File: src/rtl/seq_gesture_pkg.sv
// Shared constants, pulse-cause enum and helpers for the sequence-gesture controller.
package seq_gesture_pkg;

    localparam int DEF_N_CH           = 4;
    localparam int DEF_DB_CYCLES      = 5;
    localparam int DEF_TIMEOUT_CYCLES = 1000;
    localparam bit DEF_STRICT         = 1'b1;

    // Widest channel count the onehot helper can decode.
    localparam int MAX_CH = 32;

    typedef enum logic [1:0] {
        EV_NONE,
        EV_DONE,
        EV_ERR,
        EV_TMO
    } ev_cause_e;

    function automatic int step_width(input int n_ch);
        return (n_ch > 2) ? $clog2(n_ch) : 1;
    endfunction

    function automatic logic [MAX_CH-1:0] onehot(input int idx);
        return {{(MAX_CH-1){1'b0}}, 1'b1} << idx;
    endfunction

endpackage

File: src/rtl/seq_gesture_ctrl_if.sv
// Sensor-side bundle: raw channel levels in, step indication and pulses out.
interface seq_gesture_ctrl_if
    import seq_gesture_pkg::*;
#(
    parameter int N_CH = DEF_N_CH
);
    localparam int STEP_W = step_width(N_CH);

    logic [N_CH-1:0]   sw;
    logic [N_CH-1:0]   led;
    logic [STEP_W-1:0] step;
    logic [N_CH-1:0]   stable_sw;
    logic              done;
    logic              err;
    logic              tmo;

    modport master (
        output sw,
        input  led, step, stable_sw, done, err, tmo
    );

    modport slave (
        input  sw,
        output led, step, stable_sw, done, err, tmo
    );

endinterface

File: src/rtl/sw_debounce.sv
// Single-channel debouncer: a raw level must differ from the accepted level
// for DB_CYCLES consecutive samples before it is taken.
module sw_debounce #(
    parameter int DB_CYCLES = 5
) (
    input  logic clk,
    input  logic reset,
    input  logic raw,
    output logic stable
);
    localparam int CNT_W = $clog2(DB_CYCLES + 1);
    localparam logic [CNT_W-1:0] CNT_LAST = CNT_W'(DB_CYCLES - 1);

    logic [CNT_W-1:0] cnt;

    always_ff @(posedge clk or posedge reset) begin
        if (reset) begin
            cnt    <= '0;
            stable <= 1'b0;
        end else if (raw == stable) begin
            cnt <= '0;
        end else if (cnt == CNT_LAST) begin
            stable <= raw;
            cnt    <= '0;
        end else begin
            cnt <= cnt + CNT_W'(1);
        end
    end

endmodule

File: src/rtl/seq_gesture_ctrl.sv
// Sequence-gesture controller: debounced channels drive an ordered step FSM
// with idle timeout and one-cycle done/err/tmo pulses.
//
// state          | meaning
// S_0            | idle, waiting for channel 0
// S_k, 0<k<N-1   | channels 0..k-1 seen in order, waiting for channel k
// S_{N_CH-1}     | waiting for last channel; hit wraps to S_0 with done
module seq_gesture_ctrl
    import seq_gesture_pkg::*;
#(
    parameter int N_CH           = DEF_N_CH,
    parameter int DB_CYCLES      = DEF_DB_CYCLES,
    parameter int TIMEOUT_CYCLES = DEF_TIMEOUT_CYCLES,
    parameter bit STRICT         = DEF_STRICT
) (
    input logic               clk,
    input logic               reset,
    seq_gesture_ctrl_if.slave bus
);
    localparam int STEP_W = step_width(N_CH);
    localparam int IDLE_W = (TIMEOUT_CYCLES > 0) ? $clog2(TIMEOUT_CYCLES + 1) : 1;
    localparam logic [STEP_W-1:0] LAST_STEP = STEP_W'(N_CH - 1);
    localparam logic [IDLE_W-1:0] IDLE_LAST = IDLE_W'(TIMEOUT_CYCLES - 1);

    logic [N_CH-1:0]   stable_sw;
    logic [N_CH-1:0]   prev_sw;
    logic [N_CH-1:0]   exp_sw;
    logic [STEP_W-1:0] step_q, step_d;
    logic [IDLE_W-1:0] idle_q;
    logic              event_hit;
    logic              timeout_hit;
    logic              done_q, err_q, tmo_q;
    ev_cause_e         cause;

    for (genvar i = 0; i < N_CH; i++) begin : g_db
        sw_debounce #(
            .DB_CYCLES (DB_CYCLES)
        ) u_db (
            .clk    (clk),
            .reset  (reset),
            .raw    (bus.sw[i]),
            .stable (stable_sw[i])
        );
    end

    // Release to all-zero is never an event, only a fresh non-zero pattern.
    assign event_hit   = (stable_sw != prev_sw) && (stable_sw != '0);
    assign exp_sw      = N_CH'(onehot(int'(step_q)));
    assign timeout_hit = (TIMEOUT_CYCLES > 0) && (step_q != '0) && (idle_q == IDLE_LAST);

    always_comb begin
        step_d = step_q;
        cause  = EV_NONE;
        if (event_hit && (stable_sw == exp_sw)) begin
            if (step_q == LAST_STEP) begin
                step_d = '0;
                cause  = EV_DONE;
            end else begin
                step_d = step_q + STEP_W'(1);
            end
        end else if (event_hit && STRICT) begin
            step_d = '0;
            cause  = EV_ERR;
        end else if (timeout_hit) begin
            step_d = '0;
            cause  = EV_TMO;
        end
    end

    always_ff @(posedge clk or posedge reset) begin
        if (reset) begin
            step_q  <= '0;
            prev_sw <= '0;
            idle_q  <= '0;
            done_q  <= 1'b0;
            err_q   <= 1'b0;
            tmo_q   <= 1'b0;
        end else begin
            step_q  <= step_d;
            prev_sw <= stable_sw;
            done_q  <= (cause == EV_DONE);
            err_q   <= (cause == EV_ERR);
            tmo_q   <= (cause == EV_TMO);
            if ((step_d != step_q) || (step_q == '0) || (TIMEOUT_CYCLES == 0)) begin
                idle_q <= '0;
            end else begin
                idle_q <= idle_q + IDLE_W'(1);
            end
        end
    end

    assign bus.step      = step_q;
    assign bus.led       = N_CH'(onehot(int'(step_q)));
    assign bus.stable_sw = stable_sw;
    assign bus.done      = done_q;
    assign bus.err       = err_q;
    assign bus.tmo       = tmo_q;

endmodule

File: src/flat_wrapper.sv
// flat-port wrapper written by rule: the top's interface ports become plain ports
module seq_gesture_ctrl_flat import seq_gesture_pkg::*;
#(
    parameter int N_CH           = DEF_N_CH,
    parameter int DB_CYCLES      = DEF_DB_CYCLES,
    parameter int TIMEOUT_CYCLES = DEF_TIMEOUT_CYCLES,
    parameter bit STRICT         = DEF_STRICT
)
  (clk, reset, bus_sw, bus_led, bus_step, bus_stable_sw, bus_done, bus_err, bus_tmo);
  seq_gesture_ctrl_if #(.N_CH(N_CH)) bus_i ();
  input logic clk;
  input logic reset;
  input wire logic [$bits(bus_i.sw)-1:0] bus_sw;
  output wire logic [$bits(bus_i.led)-1:0] bus_led;
  output wire logic [$bits(bus_i.step)-1:0] bus_step;
  output wire logic [$bits(bus_i.stable_sw)-1:0] bus_stable_sw;
  output wire logic [$bits(bus_i.done)-1:0] bus_done;
  output wire logic [$bits(bus_i.err)-1:0] bus_err;
  output wire logic [$bits(bus_i.tmo)-1:0] bus_tmo;
  assign bus_i.sw = bus_sw;
  assign bus_led = bus_i.led;
  assign bus_step = bus_i.step;
  assign bus_stable_sw = bus_i.stable_sw;
  assign bus_done = bus_i.done;
  assign bus_err = bus_i.err;
  assign bus_tmo = bus_i.tmo;
  seq_gesture_ctrl #(.N_CH(N_CH), .DB_CYCLES(DB_CYCLES), .TIMEOUT_CYCLES(TIMEOUT_CYCLES), .STRICT(STRICT)) u_core (.clk(clk), .reset(reset), .bus(bus_i));
endmodule
File: config.mk
export PLATFORM = sky130hd
export DESIGN_NAME = seq_gesture_ctrl_flat
export DESIGN_NICKNAME = d
export VERILOG_FILES = /design/src/rtl/seq_gesture_pkg.sv /design/src/rtl/seq_gesture_ctrl_if.sv /design/src/rtl/sw_debounce.sv /design/src/rtl/seq_gesture_ctrl.sv /design/src/flat_wrapper.sv
export SDC_FILE = /design/constraint.sdc
export NUM_CORES = 1
export LEC_CHECK = 0
export ABC_AREA = 1
export CORE_MARGIN = 10
export CORE_UTILIZATION = 56
export CTS_CLUSTER_SIZE = 30
export DETAILED_ROUTE_END_ITERATION = 10
export PLACE_DENSITY = 0.88
export SLEW_MARGIN = 20
export SYNTH_ARGS = -nofsm -noshare
export SYNTH_HDL_FRONTEND = slang
export SYNTH_SLANG_ARGS = --single-unit
File: constraint.sdc
create_clock -name clk -period 2.25 [get_ports clk]
set_clock_uncertainty 0.2 [all_clocks]
set_input_delay 0.45 -clock clk [delete_from_list [all_inputs] [get_ports clk]]
set_output_delay 0.45 -clock clk [all_outputs]
set_load 0.05 [all_outputs]
==> flow_summary_export.csv, run 1 <==
group,metric,value,unit
outcome,status,"completed",
yosys,synth_cells,205,
critical_path,startpoint,"u_core.bus.err",
placement,placed_area,2140,um^2
critical_path,critPathKind,"reg2out",
cts,cts.path.max_buffers,2,
routing,drc,0,
cells_and_area,fillerInstances,219,
hold_path,hp-class,"reg2reg",
power_and_ir_drop,clkPwrFrac,16.8,%
routing,totalWireLength,3.61,mm
sta,worst_slew_pin_slew,0.507,ns
critical_path,cp_num_buf_inv,1,
placement,dp_hpwl,2.49,mm
yosys,synth-seq-cells,35,
run,drv_cap,0,
cts,ctsHoldBuffers,0,
sta,rsz0062_at_grt,"no",
power_and_ir_drop,switching_share,44.4,%
grt,grt_pass1_wl,5.98,mm
grt,grt_usage,12.1,%
yosys,muxShareOfSynthArea,0,%
cts,cts_inserted_buffers,5,
routing,post_drt_wl_per_cell,13.1,um
critical_path,path_cells,"clkdlybuf4s50_1",
grt,use_met3,4.26,%
power_and_ir_drop,vdd_drop_max,0.703,mV
critical_path,r2r_start,"u_core.bus.step[0]",
grt,use_met2,20.3,%
sta,drv_slew,0,
die,start_util,59.4,%
die,die_width,77.6,um
cts,clkTransAtPathRegs,0.11,ns
power_and_ir_drop,seqPwrFrac,35.4,%
power_and_ir_drop,p_sw,1.26,mW
power_and_ir_drop,combinationalPowerShare,47.8,%
die,rows,20,
routing,antenna_left,0,
sta,min_period_over_period,96.2,%
sta,hold_viol_final,0,
yosys,syn_nets,224,
cells_and_area,n_antenna_cell,0,
power_and_ir_drop,internal_power,1.58,mW
grt,overflow,0,
sta,setup_tns,0,ns
yosys,synth_simple_gate_area_share,24.4,%
cts,cts.root.buffer_cell,"clkbuf_4",
placement,globalplace.congestion,0.898,
yosys,synth-compound-area-share,3.43,%
cts,cts-htree-levels,2,
critical_path,path_max_fanout,1,
power_and_ir_drop,power.density,1250,nW/um^2
cells_and_area,nets,249,
die,core-area,3130,um^2
hold_path,worstHoldStart,"u_core.g_db[3].u_db.cnt[0]",
critical_path,crit_path_end_kind,"primary output",
power_and_ir_drop,p_leak,1.04,nW
yosys,yosysSeqAreaShare,47.1,%
critical_path,cp.required,1.60,ns
die,io_pins,19,
critical_path,cpPeakStageDelay,0.81,ns
grt,antenna_found_initial,0,
grt,grt_util_met1,13.4,%
cts,clock_latency,0.34,ns
grt,grt_pass1_vias,1355,
critical_path,crit_family,"buffers and inverters",
cts,tritoncts,"done",
cells_and_area,drive_gt1_share,22.9,%
die,dieArea,6020,um^2
routing,drt-vias-per-instance,4.81,
cts,clkSinkCount,35,
yosys,syn_area,1860,um^2
yosys,avgSynthCellArea,9.07,um^2
routing,drt_iter0_drc,80,
cells_and_area,syn2layout_area_growth,22.5,%
critical_path,arrival,1.51,ns
yosys,synth_top_family_by_area,"simple AND/OR/NAND/NOR gates",
die,die_h,77.6,um
yosys,ys_types,19,
grt,top_usage_layer,"met2",
yosys,synth_adder_area_share,8.75,%
yosys,synth_warnings,0,
sta,setup_viol,0,
critical_path,start_kind,"register",
routing,vias,1324,
grt,grt_max_degree,36,
placement,portBuffers,18,
sta,period_minus_slack,2.16,ns
sta,slew-limit-headroom,66.1,%
routing,drtPass1Iterations,4,
yosys,synthXorXnorAreaFrac,7.07,%
sta,max_freq,462,MHz
critical_path,worst_path_max_delay_cell,"clkdlybuf4s50_1",
cells_and_area,final_area,2280,um^2
[Yosys cell counts]
library cell	number	area share [%]
nand3b_1	1	0.40
a21oi_4	1	0.88
nor3_1	3	0.81
xor2_1	3	1.4
dfrtp_1	35	47
o21bai_1	1	0.40
nor3_2	10	5.4
xnor2_1	12	5.7
buf_4	4	1.6
nand2_1	37	7.5
nand2_4	4	2.4
inv_1	34	6.9
nor2_1	25	5.0
nand4_1	2	0.67
inv_2	4	0.81
nand3_1	8	2.2
ha_1	13	8.7
o21ai_0	5	1.3
a21oi_1	3	0.81
[path summary, 6_finish.rpt]
path | cells past startpoint | to | slack [ns]
max in group asynchronous | 3 | u_core.bus.step[0] | 1.23
setup / recovery | 1 | bus_err | 0.09
setup reg to reg | 8 | u_core.idle_q[2] | 0.11
min in group asynchronous | 3 | u_core.idle_q[7] | 0.29
hold reg to reg | 1 | u_core.g_db[3].u_db.cnt[0] | 0.27
hold / removal | 1 | u_core.g_db[3].u_db.cnt[0] | 0.27
[sequential cells by signal, indices dropped and copies added (netlist names)]
| register | count |
|---|---|
| u_core.bus.err | 1 |
| u_core.bus.step | 2 |
| u_core.idle_q | 10 |
| u_core.prev_sw | 4 |
| u_core.bus.done | 1 |
| u_core.g_db.u_db.stable | 4 |
| u_core.g_db.u_db.cnt | 12 |
| u_core.bus.tmo | 1 |
[layer usage]
metal  vias to the layer above  part of all wire, %
li1                        677                    -
met1                       625                   43
met2                        16                   51
met3                         6                  5.0
met4                         0                  1.3
met5                         -                    0
[timing repair]
| action | 4_1_cts | 5_1_grt |
|---|---|---|
| endpoints found under the setup margin | 10 | 10 |
| gates cloned | 0 | 2 |
| pin swaps | 0 | 4 |
| buffers inserted | 0 | 1 |
| gates resized for setup | 1 | 7 |
[cell usage in the layout, fill, tap and decap left out, types with 4 or more instances in the layout]
cell type,n
inv_2,6
buf_12,4
ha_1,9
buf_4,8
clkdlybuf4s50_1,8
nor2_1,23
xnor2_1,12
nand3_1,6
o21ai_0,5
nor3_2,10
nand2_4,6
nand2_1,37
inv_1,32
clkbuf_4,5
dfrtp_1,33
[worst reg2reg max path: stages (launching register included)]
cell and delay (ns):
dfrtp_4 0.48, inv_2 0.09, ha_4 0.20, nor3_1 0.26, nand3b_1 0.19, nand2_4 0.13
nand3_1 0.22, nand2_4 0.20, nor3_2 0.05
[through the flow]
step | hold slack (ns) | setup slack, ns | power (mW) | util [%] | instances
after global placement | 0.248 | 0.156 | 2.24 | 68.5 | 264
after detailed placement | 0.255 | 0.0670 | 2.30 | 68.5 | 264
after CTS | 0.269 | 0.00416 | 2.79 | 71.2 | 272
after floorplan | 0.229 | 0.0218 | 1.99 | - | 205
after global routing | 0.303 | 0.00370 | 3.05 | 72.8 | 275
final | 0.269 | 0.0856 | 2.84 | 72.8 | 275
[layout make-up]
type / instances / area (um^2) / share of cell area, %
timing repair buffer: 20 / 220 / 9.66
tap: 44 / 55.1 / 2.42
clock inverter: 2 / 35.0 / 1.54
sequential: 35 / 881 / 38.7
multi-input combinational: 130 / 893 / 39.2
clock buffer: 6 / 51.3 / 2.25
inverter: 38 / 143 / 6.26
[power groups by stage]
stage	clock, mW	combinational [mW]	sequential (mW)
after global placement	0	1.23	1.01
final	0.478	1.36	1.01
after floorplan	0	0.969	1.03
after detailed placement	0	1.27	1.02
after CTS	0.485	1.29	1.01
after global routing	0.512	1.50	1.04
[cells by family (layout without fill, tap and decap cells)]
group                    after synthesis  count (layout)
AND/OR/NAND/NOR                       90              92
buffers and inverters                 42              66
flip-flops                            35              35
XOR/XNOR                              15              15
adder cells (fa/ha/maj)               13              13
AO/OA/AOI/OAI                         10              10
Note: power is estimated with default switching activity, not from simulation.
==> run 2, diff against run 1 <==
Settings changed: CTS_CLUSTER_DIAMETER set to 30, HOLD_SLACK_MARGIN set to 0.05.
==> results of run 2 <==
No change in the layout: final DEF, timing and power equal those of run 1.
==> run 3, diff against run 2 <==
Settings changed: CORE_MARGIN 10 to 2, GPL_TIMING_DRIVEN set to 0.
==> flow_summary_export.csv, run 3 (synthesized netlist as in run 1, its figures left out) <==
group,metric,value,unit
routing,post_drt_wl_per_cell,12.5,um
die,io_pins,19,
cells_and_area,fillerInstances,235,
cts,tritoncts,"done",
cts,clkTransAtPathRegs,0.10,ns
grt,grt_pass1_wl,5.73,mm
critical_path,rr_worst_depth,10,
critical_path,arrival,1.53,ns
sta,setup_viol,0,
grt,grt_max_degree,36,
cells_and_area,syn2layout_area_growth,20.6,%
routing,vias,1376,
critical_path,r2r_start,"u_core.bus.step[0]",
die,rows,20,
cells_and_area,nets,251,
sta,max_freq,459,MHz
cells_and_area,mostFrequentLayoutCells,"37 x nand2_1, 33 x dfrtp_1, 31 x inv_1",
power_and_ir_drop,vdd_drop_max,0.790,mV
sta,drv_slew,0,
critical_path,cp-endpoint,"bus_led[2]",
routing,antenna_left,0,
die,die_width,61.6,um
power_and_ir_drop,power,2.65,mW
routing,drt_iter0_drc,30,
die,die_h,61.6,um
outcome,status,"completed",
critical_path,crit_path_end_kind,"primary output",
cts,clock_latency,0.35,ns
sta,slew-limit-headroom,53.0,%
placement,portBuffers,18,
grt,grt_usage,21.3,%
routing,drt-vias-per-instance,4.97,
die,start_util,59.9,%
routing,drtPass1Iterations,4,
sta,hold_viol_final,0,
die,core-area,3100,um^2
sta,min_period_over_period,96.9,%
cells_and_area,top_regs,"u_core.g_db.u_db.cnt: 12 flops, u_core.idle_q: 10 flops",
cts,cts-htree-levels,2,
cells_and_area,drive_gt1_share,21.9,%
placement,dp_hpwl,2.38,mm
cells_and_area,seqCellArea,881,um^2
cells_and_area,largest_reg_flops,12,
critical_path,critPathKind,"reg2out",
critical_path,cp.required,1.60,ns
critical_path,startpoint,"u_core.bus.step[0]",
critical_path,rrSetupSlack,0.13,ns
cells_and_area,top_register,"u_core.g_db.u_db.cnt",
sta,period_minus_slack,2.18,ns
power_and_ir_drop,power.density,1180,nW/um^2
routing,drc,0,
placement,placed_area,2140,um^2
cells_and_area,layout_commonest_cell,"nand2_1",
cells_and_area,final_area,2240,um^2
cts,clkSinkCount,35,
cts,cts.root.buffer_cell,"clkbuf_4",
cts,ctsHoldBuffers,0,
power_and_ir_drop,p_leak,1.02,nW
grt,overflow,0,
cts,cts_inserted_buffers,5,
critical_path,path_max_fanout,6,
cells_and_area,n_antenna_cell,0,
critical_path,worstReg2RegEnd,"u_core.idle_q[7]",
grt,antenna_found_initial,0,
placement,globalplace.congestion,0.739,
cts,post-cts-setup-buffers,0,
grt,grt_pass1_vias,1322,
routing,totalWireLength,3.47,mm
cells_and_area,multi_input_area,913,um^2
critical_path,start_kind,"register",
hold_path,hp-class,"reg2reg",
sta,worst_slew_pin_slew,0.703,ns
die,dieArea,3800,um^2
run,drv_cap,0,
cts,cts.path.max_buffers,2,
run 3: changes by cell type in the layout (fill, tap and decap cells not counted), sizes merged:
| cell | previous run | this run |
|---|---|---|
| clkdlybuf4s15 | 0 | 2 |
| dlygate4sd2 | 0 | 6 |
| buf | 12 | 5 |
| bufinv | 1 | 0 |
| clkinv | 1 | 3 |
run 3: final cells by class:
class / instances / share of cell area (%)
buffer: 4 / 1.34
clock buffer: 5 / 1.67
clock inverter: 3 / 0.670
inverter: 38 / 6.47
multi-input combinational: 130 / 40.7
sequential: 35 / 39.3
tap: 44 / 2.46
timing repair buffer: 18 / 7.37
run 3: critical path, cell delays in order, from the launching register on:
cell and delay (ns):
dfrtp_4 0.56, inv_4 0.12, ha_4 0.15, clkdlybuf4s15_2 0.36
run 3: what timing repair did:
item / 4_1_cts / 5_1_grt
pin swaps: 0 / 2
resized for setup: 19 / 13
gates cloned: 0 / 2
endpoints found under the setup margin: 10 / 12
run 3: how the worst min path moves through the flow:
stage,startpoint,endpoint,slack (ns),cells past startpoint
detailed placement,u_core.g_db[0].u_db.cnt[0],u_core.g_db[0].u_db.cnt[0],0.25,1
finish,u_core.g_db[2].u_db.cnt[0],u_core.g_db[2].u_db.cnt[0],0.26,1
global placement,u_core.g_db[3].u_db.cnt[0],u_core.g_db[3].u_db.cnt[0],0.25,1
global route,u_core.g_db[3].u_db.cnt[0],u_core.g_db[3].u_db.cnt[0],0.28,1
floorplan,u_core.g_db[0].u_db.cnt[0],u_core.g_db[0].u_db.cnt[0],0.23,1
CTS,u_core.g_db[2].u_db.cnt[0],u_core.g_db[2].u_db.cnt[0],0.26,1
run 3: per-stage QoR:
step | hold WS (ns) | instances | util (%) | TNS (ns) | setup WS [ns]
after floorplan | 0.229 | 205 | - | 0 | 0.0218
after global placement | 0.248 | 267 | 69.0 | -0.172 | -0.105
after detailed placement | 0.250 | 267 | 69.0 | -0.0656 | -0.0569
after CTS | 0.265 | 275 | 70.3 | 0 | 0.0193
after global routing | 0.284 | 277 | 72.3 | -0.0211 | -0.00885
final | 0.259 | 277 | 72.3 | 0 | 0.0693
run 3: routing by layer:
layer	vias to the layer above	wire length, um	global-route usage [%]
li1	679	-	-
met1	652	1420	24.0
met2	33	1800	37.1
met3	12	150	7.35
met4	0	105	7.60
met5	-	0	0
run 3: where the power goes:
group | internal (mW) | switching (mW) | total (mW)
Combinational | 0.474 | 0.842 | 1.32
Sequential | 0.815 | 0.189 | 1.00
Clock | 0.116 | 0.216 | 0.332
